===== src/rtl/rr_arb_pkg.sv =====
// rr_arb_pkg: arbiter state encoding and derived grant-id width shared by rr_scan_arbiter and rr_lowest_pick
package rr_arb_pkg;
   typedef enum logic [1:0] {ARB, HOLD, LOCK} state_e;
   function automatic int id_width(input int n);
      return n > 1 ? $clog2(n) : 1;
   endfunction
endpackage


===== src/rtl/rr_lowest_pick.sv =====
// rr_lowest_pick: one-hot lowest set bit and its index via a log-depth lo_to_hi prefix-OR scan
module rr_lowest_pick import rr_arb_pkg::*; #(
   parameter int n_p = 4,
   localparam int id_w_p = id_width(n_p)
) (
   input  logic [n_p-1:0]    vec,
   output logic [n_p-1:0]    pick,
   output logic [id_w_p-1:0] id
);
   localparam int lv_p = $clog2(n_p);
   logic [n_p-1:0] scan [lv_p+1];
   assign scan[0] = vec;
   for (genvar g = 0; g < lv_p; g++) begin : g_scan
      assign scan[g+1] = scan[g] | (scan[g] << (1 << g));
   end
   assign pick = scan[lv_p] & ~(scan[lv_p] << 1);
   always_comb begin
      id = '0;
      for (int i = 0; i < n_p; i++) id = pick[i] ? id | id_w_p'(i) : id;
   end
endmodule


===== src/rtl/rr_scan_arbiter.sv =====
// rr_scan_arbiter: round-robin arbiter, grant held stable under stall; RR_ARB_LOCK_EN adds a sticky LOCK state
module rr_scan_arbiter import rr_arb_pkg::*; #(
   parameter int num_req_p = 4,
   localparam int id_width_p = id_width(num_req_p)
) (
   input  logic                  clk_i,
   input  logic                  reset_n_i,
   input  logic [num_req_p-1:0]  req_i,
   input  logic                  ready_i,
`ifdef RR_ARB_LOCK_EN
   input  logic                  lock_i,
`endif
   output logic                  v_o,
   output logic [num_req_p-1:0]  grant_o,
   output logic [id_width_p-1:0] grant_id_o
);
   state_e state_r, state_n;
   logic [id_width_p-1:0] ptr_r, ptr_n, hold_id_r, hold_id_n, pick_id;
   logic [num_req_p-1:0] hold_grant_r, hold_grant_n, hi_mask, cand, pick;
   logic lock;
`ifdef RR_ARB_LOCK_EN
   assign lock = lock_i;
`else
   assign lock = 1'b0;
`endif
   always_comb begin
      hi_mask = '0;
      for (int i = 0; i < num_req_p; i++) hi_mask[i] = req_i[i] && i > int'(ptr_r);
      cand = |hi_mask ? hi_mask : req_i;
   end
   rr_lowest_pick #(.n_p(num_req_p)) u_pick (.vec(cand), .pick(pick), .id(pick_id));
   always_comb begin
      state_n = state_r;
      ptr_n = ptr_r;
      hold_grant_n = hold_grant_r;
      hold_id_n = hold_id_r;
      v_o = 1'b0;
      grant_o = '0;
      grant_id_o = '0;
      case (state_r)
         HOLD: begin
            v_o = 1'b1;
            grant_o = hold_grant_r;
            grant_id_o = hold_id_r;
         end
`ifdef RR_ARB_LOCK_EN
         LOCK: begin
            v_o = |(req_i & hold_grant_r);
            grant_o = v_o ? hold_grant_r : '0;
            grant_id_o = v_o ? hold_id_r : '0;
         end
`endif
         default: begin
            v_o = |req_i;
            grant_o = pick;
            grant_id_o = pick_id;
            hold_grant_n = pick;
            hold_id_n = pick_id;
            state_n = v_o ? HOLD : ARB;
         end
      endcase
      // an accepted grant moves the pointer; stalls keep the current state
      if (v_o && ready_i) begin
         ptr_n = grant_id_o;
         hold_grant_n = grant_o;
         hold_id_n = grant_id_o;
         state_n = lock ? LOCK : ARB;
      end
   end
   always_ff @(posedge clk_i) begin
      if (!reset_n_i) begin
         state_r <= ARB;
         ptr_r <= id_width_p'(num_req_p - 1);
         hold_grant_r <= '0;
         hold_id_r <= '0;
      end else begin
         state_r <= state_n;
         ptr_r <= ptr_n;
         hold_grant_r <= hold_grant_n;
         hold_id_r <= hold_id_n;
      end
   end
endmodule


===== config.mk =====
export PLATFORM = sky130hd
export DESIGN_NAME = rr_scan_arbiter
export DESIGN_NICKNAME = d
export VERILOG_FILES = /design/src/rtl/rr_arb_pkg.sv /design/src/rtl/rr_lowest_pick.sv /design/src/rtl/rr_scan_arbiter.sv
export SDC_FILE = /design/constraint.sdc
export NUM_CORES = 1
export LEC_CHECK = 0
export BUFFER_PORTS_ARGS = -buffer_cell sky130_fd_sc_hd__buf_2
export CAP_MARGIN = 20
export CORE_AREA = 2 2 39 41
export DETAILED_ROUTE_END_ITERATION = 8
export DIE_AREA = 0 0 41 43
export GPL_TIMING_DRIVEN = 0
export PLACE_DENSITY = 0.69
export SLEW_MARGIN = 20
export SYNTH_ARGS = -nofsm -noshare
export SYNTH_HDL_FRONTEND = slang
export SYNTH_HIERARCHICAL = 1
export SYNTH_SLANG_ARGS = --single-unit

===== constraint.sdc =====
create_clock -name clk_i -period 2.7 [get_ports clk_i]
set_input_delay 0.135 -clock clk_i [delete_from_list [all_inputs] [get_ports clk_i]]
set_output_delay 0.135 -clock clk_i [all_outputs]
set_load 0.02 [all_outputs]

## After elaboration in Yosys (flattened, before gate mapping)

Index checks and enable logic that the tools add are counted.

- Flip-flop bits (word level): 10
- Input bits: 7
- Output and inout port bits: 7

- Order comparisons: 3
- Equality and inequality tests: 1
- Muxes and demuxes: 8
- Bitwise logic cells: 5
- Reduce and logical (&&, ||, !) cells: 7

Operator list:

| cell | number |
|---|---|
| 4-bit 2-to-1 mux | 2 |
| 4-bit bitwise OR | 2 |
| 2-bit 2-to-1 mux | 3 |
| 4-bit bitwise AND | 1 |
| 2-bit > comparator (first input constant) | 2 |
| 1-bit logical AND | 4 |
| 4-bit inverter | 1 |
| 4-bit OR reduction | 1 |
| 1-bit 2-to-1 mux | 3 |
| 3-bit OR reduction | 1 |
| 2-bit by 1-bit == test with 1-bit output (second input constant) | 1 |
| 1-bit by 2-bit > comparator with 1-bit output (first input constant) | 1 |
| 2-bit OR reduction | 1 |
| 1-bit inverter | 1 |

## Longest topological paths before layout

Gate-level depths: netlist of run 1.

- Depth in word-level cells: 12
- Mapped depth: 8
- Mapped depth without buffers: 8

## Modules after synthesis

Netlist of run 1, hierarchy kept.

Modules (own cells, without submodules):

| module | instances | cells each | area an instance (um^2) | seq. area each (um^2) |
|---|---|---|---|---|
| rr_scan_arbiter | 1 | 44 | 431.7 | 180.2 |
| rr_lowest_pick | 1 | 9 | 60.1 | 0.0 |

## Worst setup path after synthesis of run 1

No wires, ideal clock.

- Kind: register to register
- Start: reg ptr_r[0]
- End: reg ptr_r[1]
- Library setup time: 121 ps
- Arrival: 1364 ps
- Required time: 2579 ps
- Path slack: 1215 ps
- Stages on the path, launching flop included: 8
- Period minus slack after synthesis: 1485 ps
- Cells stage by stage: dfxtp_1 -> nand3b_1 -> nand2_1 -> a31oi_1 -> nor3_1 -> mux2i_1 -> nand2_1 -> mux2_4

- Cells in the longest elaborated chain, start to end: 11
- Elaborated cells on any way between the ends: 15
- Those cells by class: order compare: 3; mux: 4; bitwise: 4; reduce/logical: 4

Ends and longest elaborated chain:

| what | RTL line | source |
|---|---|---|
| from (decl) | rr_scan_arbiter.sv:18 | `logic [id_width_p-1:0] ptr_r, ptr_n, hold_id_r, hold_id_n, pick_id;` |
| from (signal assigned) | rr_scan_arbiter.sv:73 | `ptr_r <= id_width_p'(num_req_p - 1);` |
| from (signal assigned) | rr_scan_arbiter.sv:78 | `ptr_r <= ptr_n;` |
| 1-bit by 2-bit > comparator with 1-bit output or 2-bit > comparator (tied branches) | rr_scan_arbiter.sv:28 | `for (int i = 0; i < num_req_p; i++) hi_mask[i] = req_i[i] && i > int'(ptr_r);` |
| 1-bit logical AND | rr_scan_arbiter.sv:28 |  |
| 3-bit OR reduction | rr_scan_arbiter.sv:29 | `cand = \|hi_mask ? hi_mask : req_i;` |
| 4-bit 2-to-1 mux (*) | rr_scan_arbiter.sv:29 |  |
| named net cand[1] | rr_scan_arbiter.sv:19 | `logic [num_req_p-1:0] hold_grant_r, hold_grant_n, hi_mask, cand, pick;` |
| 4-bit bitwise OR (*) (2 in a row) | rr_lowest_pick.sv:14 | `assign scan[g+1] = scan[g] \| (scan[g] << (1 << g));` |
| 4-bit inverter | rr_lowest_pick.sv:16 | `assign pick = scan[lv_p] & ~(scan[lv_p] << 1);` |
| 4-bit bitwise AND (*) | rr_lowest_pick.sv:16 |  |
| 2-bit 2-to-1 mux | rr_lowest_pick.sv:19 | `for (int i = 0; i < n_p; i++) id = pick[i] ? id \| id_w_p'(i) : id;` |
| 2-bit 2-to-1 mux (*) | rr_lowest_pick.sv:19 |  |
| named net pick_id[1] | rr_scan_arbiter.sv:18 |  |
| 2-bit 2-to-1 mux (*) | - |  |

The timed path passes the listed nets; every way through them passes the cells marked *.
A chain may end at the register's enable or synchronous reset.

## Final worst setup path of run 1

- Start: reg ptr_r[0]
- End: out grant_id_o[0]

- Elaborated cells on any way between the ends: 16
- Those cells by class: order compare: 3; mux: 5; bitwise: 4; reduce/logical: 4

RTL lines:

| what | RTL line | source |
|---|---|---|
| 1-bit by 2-bit > comparator with 1-bit output or 2-bit > comparator (tied branches) | rr_scan_arbiter.sv:28 |  |
| 1-bit logical AND | rr_scan_arbiter.sv:28 |  |
| 3-bit OR reduction | rr_scan_arbiter.sv:29 |  |
| 4-bit 2-to-1 mux (*) | rr_scan_arbiter.sv:29 |  |
| named net cand[1] | rr_scan_arbiter.sv:19 |  |
| 4-bit bitwise OR (*) (2 in a row) | rr_lowest_pick.sv:14 |  |
| 4-bit bitwise AND (*) | rr_lowest_pick.sv:16 |  |
| 1-bit 2-to-1 mux | rr_lowest_pick.sv:19 |  |
| 2-bit 2-to-1 mux | rr_lowest_pick.sv:19 |  |
| 2-bit 2-to-1 mux (*) | rr_lowest_pick.sv:19 |  |
| named net pick_id[0] | rr_scan_arbiter.sv:18 |  |
| 2-bit 2-to-1 mux (*) | - |  |
| to (decl) | rr_scan_arbiter.sv:15 | `output logic [id_width_p-1:0] grant_id_o` |

Marks and branches as above.

==> results of run 1 <==
## path summary, 6_finish.rpt
check               startpoint       endpoint  slack, ps  cells after the start
setup / recovery      ptr_r[0]  grant_id_o[0]        810                      8
hold reg to reg   hold_id_r[0]   hold_id_r[0]        550                      2
hold / removal         ready_i     state_r[0]        170                      2
setup reg to reg      ptr_r[0]       ptr_r[1]       1000                      7
## cells in the final DEF, fill, tap and decap left out, drive strengths merged, types with 2 or more instances in the layout
cell type / synthesis / layout
a21oi: 2 / 2
and2: 5 / 5
buf: 2 / 15
clkbuf: 2 / 6
dfxtp: 9 / 9
inv: 4 / 4
mux2: 6 / 6
mux2i: 2 / 2
nand2: 4 / 4
nand2b: 2 / 2
nor2: 3 / 3
nor2b: 2 / 2
nor3: 2 / 2
## critical path: stages (launching register included)
cell and delay [ps]:
dfxtp_1 370, nand3b_1 130, nand2_1 60, a31oi_1 330
inv_1 110, a21oi_1 160, mux2i_1 120, inv_1 70
buf_2 150
## power breakdown
part	switching, mW	total, mW	internal [mW]	leakage (nW)
Sequential	0.00422	0.148	0.143	0.0742
Combinational	0.0488	0.0901	0.0414	0.206
Clock	0.0486	0.106	0.0570	0.0150
Total	0.102	0.343	0.242	0.295
## layer usage
metal  global-route usage  routed length (um)  vias to the layer above
met5                    0                   0                        -
met4               0.0400                   0                        0
met3               0.0314                  83                        0
met2                0.169                 398                       17
met1                0.139                 432                      173
li1                     -                   -                      213
## layout make-up
class	instances	area, um2	area share
Timing Repair Buffer	13	65.1	0.108
Tap cell	16	20.0	0.0332
Sequential cell	9	180	0.299
Multi-Input combinational cell	36	277	0.459
Buffer	4	20.0	0.0332
Clock buffer	4	26.3	0.0436
Inverter	4	15.0	0.0249
## through the flow
stage | utilization | hold slack [ps]
finish | 0.436 | 168
floorplan | - | 334
CTS | 0.436 | 165
global placement | 0.417 | 434
global route | 0.436 | 173
detailed placement | 0.417 | 442
## registers in the layout, summed over array words and instances (netlist names)
register and count:
hold_id_r 2, state_r 1, hold_grant_r 4, ptr_r 2
## cell families after synthesis
| group | synth area share |
|---|---|
| flops | 0.366 |
| buf+inv | 0.0712 |
| mux | 0.193 |
| simple gates | 0.290 |
| compound gates | 0.0789 |
==> impl_metrics.tcl, run 1 <==
set metrics [dict create \
    status "finished clean" \
    hold_class "in2reg" \
    stdcell_count 86 \
    grt_antenna_before_repair 0 \
    drive_gt1_frac 0.386 \
    max_freq_ghz 0.528 \
    synth_seq_area_share 0.366 \
    ys_top_cells_by_count "dfxtp_1, and2_1, inv_1, mux2_2, nand2_1" \
    wl_per_cell_um 10.6 \
    die_y_um 43 \
    grt_pass1_wl_um 1320 \
    worst-path-max-fanout 4 \
    drtIter0Drc 7 \
    vias_per_cell 4.69 \
    rsz0062_at_grt "false" \
    synthCells 53 \
    required_ps 2570 \
    io_pins 14 \
    ir_drop_uv 254 \
    clk_latency_ps 260 \
    clk_pin_slew_worst_paths_ps 70 \
    fin_crit_sh 0.701 \
    post_cts_buffers 0 \
    synthDistinctLibCells 25 \
    die_w_um 41 \
    postLayoutSetupSlackWorst_ps 808 \
    critPathArrivalTime_ps 1760 \
    worstMarginPinSlew_ps 406 \
    grt_pass1_vias 341 \
    p_per_area_nw_per_um2 569 \
    setup.worst_path.start_class "flop" \
    power_uw 343 \
    clockRootBuffer "clkbuf_4" \
    design_area_um2 603 \
    syn_area_um2 492 \
    syn2layout_area_growth_pct 22.6 \
    synth_largest_area_cell "dfxtp_1" \
    synth_edf_count 0 \
    setup_viol 0 \
    synthesis.nets 60 \
    dr.pass1.iters 4 \
    die_area_um2 1760 \
    place_ws_ps 1020 \
    vias 403 \
    place_inst 82 \
    leakage_nw 0.295 \
    coreArea_um2 1380 \
    finalHoldViolations 0 \
    synth_seq_cells 9 \
    dpl-instance-area_um2 577 \
    maxCapViolCount 0 \
    synth_ff_type "dfxtp_1" \
    row_count 14 \
    grt_start_max_net_pins 11 \
    antenna_left 0 \
    cts_resized 0 \
    min_period_ps 1890 \
    finClkSkew_ps 3.72 \
    clkSinkCount 9 \
    start_util 0.355 \
    maxSlewViolCount 0 \
    gp_congestion 0.652 \
    clockBufferDepth 2 \
    cts_tree "done" \
    fill_cells 144 \
    cts_buffers 3 \
    buffer_ports.inserted 13 \
    dp_hpwl_um 713 \
    relSlewSlack 0.728 \
    synth_top_cell_area_share 0.366 \
    htree_levels 1 \
    ys_warn_count 6 \
    grt-ovfl-total 0 \
    drc 0 \
    grt.total_usage 0.110 \
    fin_tns_setup_ps 0 \
    n_antenna_cell 0 \
    criticalPathCategory "reg2out" \
    cts_hold_buf 0 \
    nNetsFinal 78 \
    ys_async_sr_fraction 0 \
    synth_area_leaders "dfxtp_1, mux2_2, and2_1, mux2_4, mux2i_1" \
    synth.avg_cell_area_um2 9.28 \
    crit_path_end_kind "output pin" \
    routed_wl_um 914 \
    yosysMostFrequentCell "dfxtp_1" \
]
(Power assumes the default switching activity.)
==> run 2, diff against run 1 <==
Clock period 2.7 ns to 1.8 ns, I/O delays scaled along.
==> run 2 against run 1 <==
Effect of this change: wire length rose by 3.8%; via count did not move; non-clock buffer count rose by 1; sequential share of layout area fell by 0.91 points; total power rose by 55%; utilization rose by 2.6 points; register-to-register slack got worse by 860 ps; flip-flop and latch count did not move; largest cell class unchanged.
==> impl_metrics.tcl, run 2 (synthesis results as in run 1) <==
set metrics [dict create \
    status "finished clean" \
    critPathArrivalTime_ps 1620 \
    dpl-instance-area_um2 577 \
    syn2layout_area_growth_pct 30.0 \
    reg2reg_from "ptr_r[1]" \
    final_util 0.462 \
    stdcell_count 87 \
    required_ps 1710 \
    cts_tree "done" \
    relSlewSlack 0.756 \
    p_per_area_nw_per_um2 830 \
    clockBufferDepth 2 \
    worst-path-max-fanout 6 \
    hold_start "ready_i" \
    start_util 0.355 \
    criticalPathCategory "reg2out" \
    row_count 14 \
    n_antenna_cell 0 \
    grt-ovfl-total 0 \
    worst-path-buf-inv 3 \
    clk_latency_ps 260 \
    cts_buffers 3 \
    die_area_um2 1760 \
    crit_path_end_kind "output pin" \
    buffer_ports.inserted 13 \
    top_register "hold_grant_r" \
    fill_cells 145 \
    nNetsFinal 79 \
    clockRootBuffer "clkbuf_4" \
    grt_pass1_wl_um 1360 \
    hold_class "in2reg" \
    die_y_um 43 \
    maxSlewViolCount 0 \
    rsz0062_at_grt "false" \
    clkSinkCount 9 \
    io_pins 14 \
    fin_crit_sh 0.948 \
    grt.total_usage 0.113 \
    grt_pass1_vias 354 \
    regArea_um2 185 \
    worstRegToRegCells 8 \
    drc 0 \
    clk_pin_slew_worst_paths_ps 70 \
    largest_register_ffs 4 \
    reg_top3 "hold_grant_r x4, hold_id_r x2, ptr_r x2" \
    coreArea_um2 1380 \
    drive_gt1_frac 0.479 \
    design_area_um2 639 \
    power_uw 531 \
    setup.worst_path.start_class "flop" \
    max_freq_ghz 0.586 \
    finalHoldViolations 0 \
    dr.pass1.iters 2 \
    htree_levels 1 \
    antenna_left 0 \
    dp_hpwl_um 713 \
    cp_slowest_cell "dfxtp_2" \
    path_cells "inv_2 > a21oi_1 > o221a_2 > buf_4 > mux2_2 > buf_2" \
    finClkSkew_ps 6.41 \
    multiInputGateArea_um2 300 \
    worstMarginPinSlew_ps 366 \
    wl_per_cell_um 10.9 \
    gp_congestion 0.652 \
    cts_hold_buf 0 \
    mostFrequentLayoutCell "buf_2" \
    min_period_ps 1710 \
    holdPathEnd "state_r[0]" \
    fin_tns_setup_ps 0 \
    rr_endpoint "ptr_r[0]" \
    grt_antenna_before_repair 0 \
    final_cell_mix "buf_2, dfxtp_1, and2_1, mux2_2, nand2_1" \
    hold_depth 2 \
    drtIter0Drc 3 \
    place_inst 82 \
    routed_wl_um 949 \
    leakage_nw 0.301 \
    cp_top_family "buffers and inverters" \
    setup_viol 0 \
    max_stage_delay_ps 330 \
    maxCapViolCount 0 \
    vias 403 \
    reg2reg_slack_ps 140 \
    ir_drop_uv 351 \
    vias_per_cell 4.63 \
    grt_start_max_net_pins 11 \
    die_w_um 41 \
]
run 2: metal layers:
metal,up-vias,global-route usage,wire [um]
li1,215,-,-
met1,173,0.135,433
met2,15,0.181,442
met3,0,0.0314,73
met4,0,0.0400,0
met5,-,0,0
run 2: worst register-to-register path: stages (launching register included):
cell	delay, ps
dfxtp_2	350
inv_2	60
a21oi_1	120
o221a_2	300
a21oi_2	50
mux2i_1	210
buf_4	150
nand2_1	50
mux2_4	270
run 2: per-stage QoR:
| stage | worst slack (ps) | hold WS, ps |
|---|---|---|
| finish | 93.9 | 122 |
| global route | 5.30 | 133 |
| CTS | 16.4 | 120 |
| detailed placement | 117 | 397 |
| global placement | 160 | 389 |
| floorplan | 315 | 289 |
run 2: how the worst max path moves through the flow:
stage	cells after the start	startpoint	endpoint
after CTS	8	ptr_r[0]	grant_id_o[0]
after global placement	7	ptr_r[0]	ptr_r[1]
after detailed placement	7	ptr_r[0]	ptr_r[1]
final	6	ptr_r[1]	grant_o[0]
after floorplan	7	ptr_r[0]	ptr_r[1]
after global routing	7	ptr_r[1]	grant_id_o[1]
run 2: layout make-up:
class	count	share of cell area
multi-input cells	36	0.470
flip-flops and latches	9	0.290
repair buffers	14	0.114
clock buffers	4	0.0411
plain buffers	4	0.0313
well taps	16	0.0313
inverters	4	0.0235
run 2: report_power, final:
| part | leakage, nW | switching, mW | internal (mW) |
|---|---|---|---|
| clock | 0.0150 | 0.0727 | 0.0854 |
| combinational | 0.212 | 0.0786 | 0.0700 |
| sequential | 0.0740 | 0.00802 | 0.216 |
| total | 0.301 | 0.159 | 0.371 |
run 2: timing repair:
item | 4_1_cts | 5_1_grt
setup endpoints to repair | 2 | 3
gates resized for setup | 1 | 7
gates cloned | 0 | 0
buffers inserted | 0 | 1
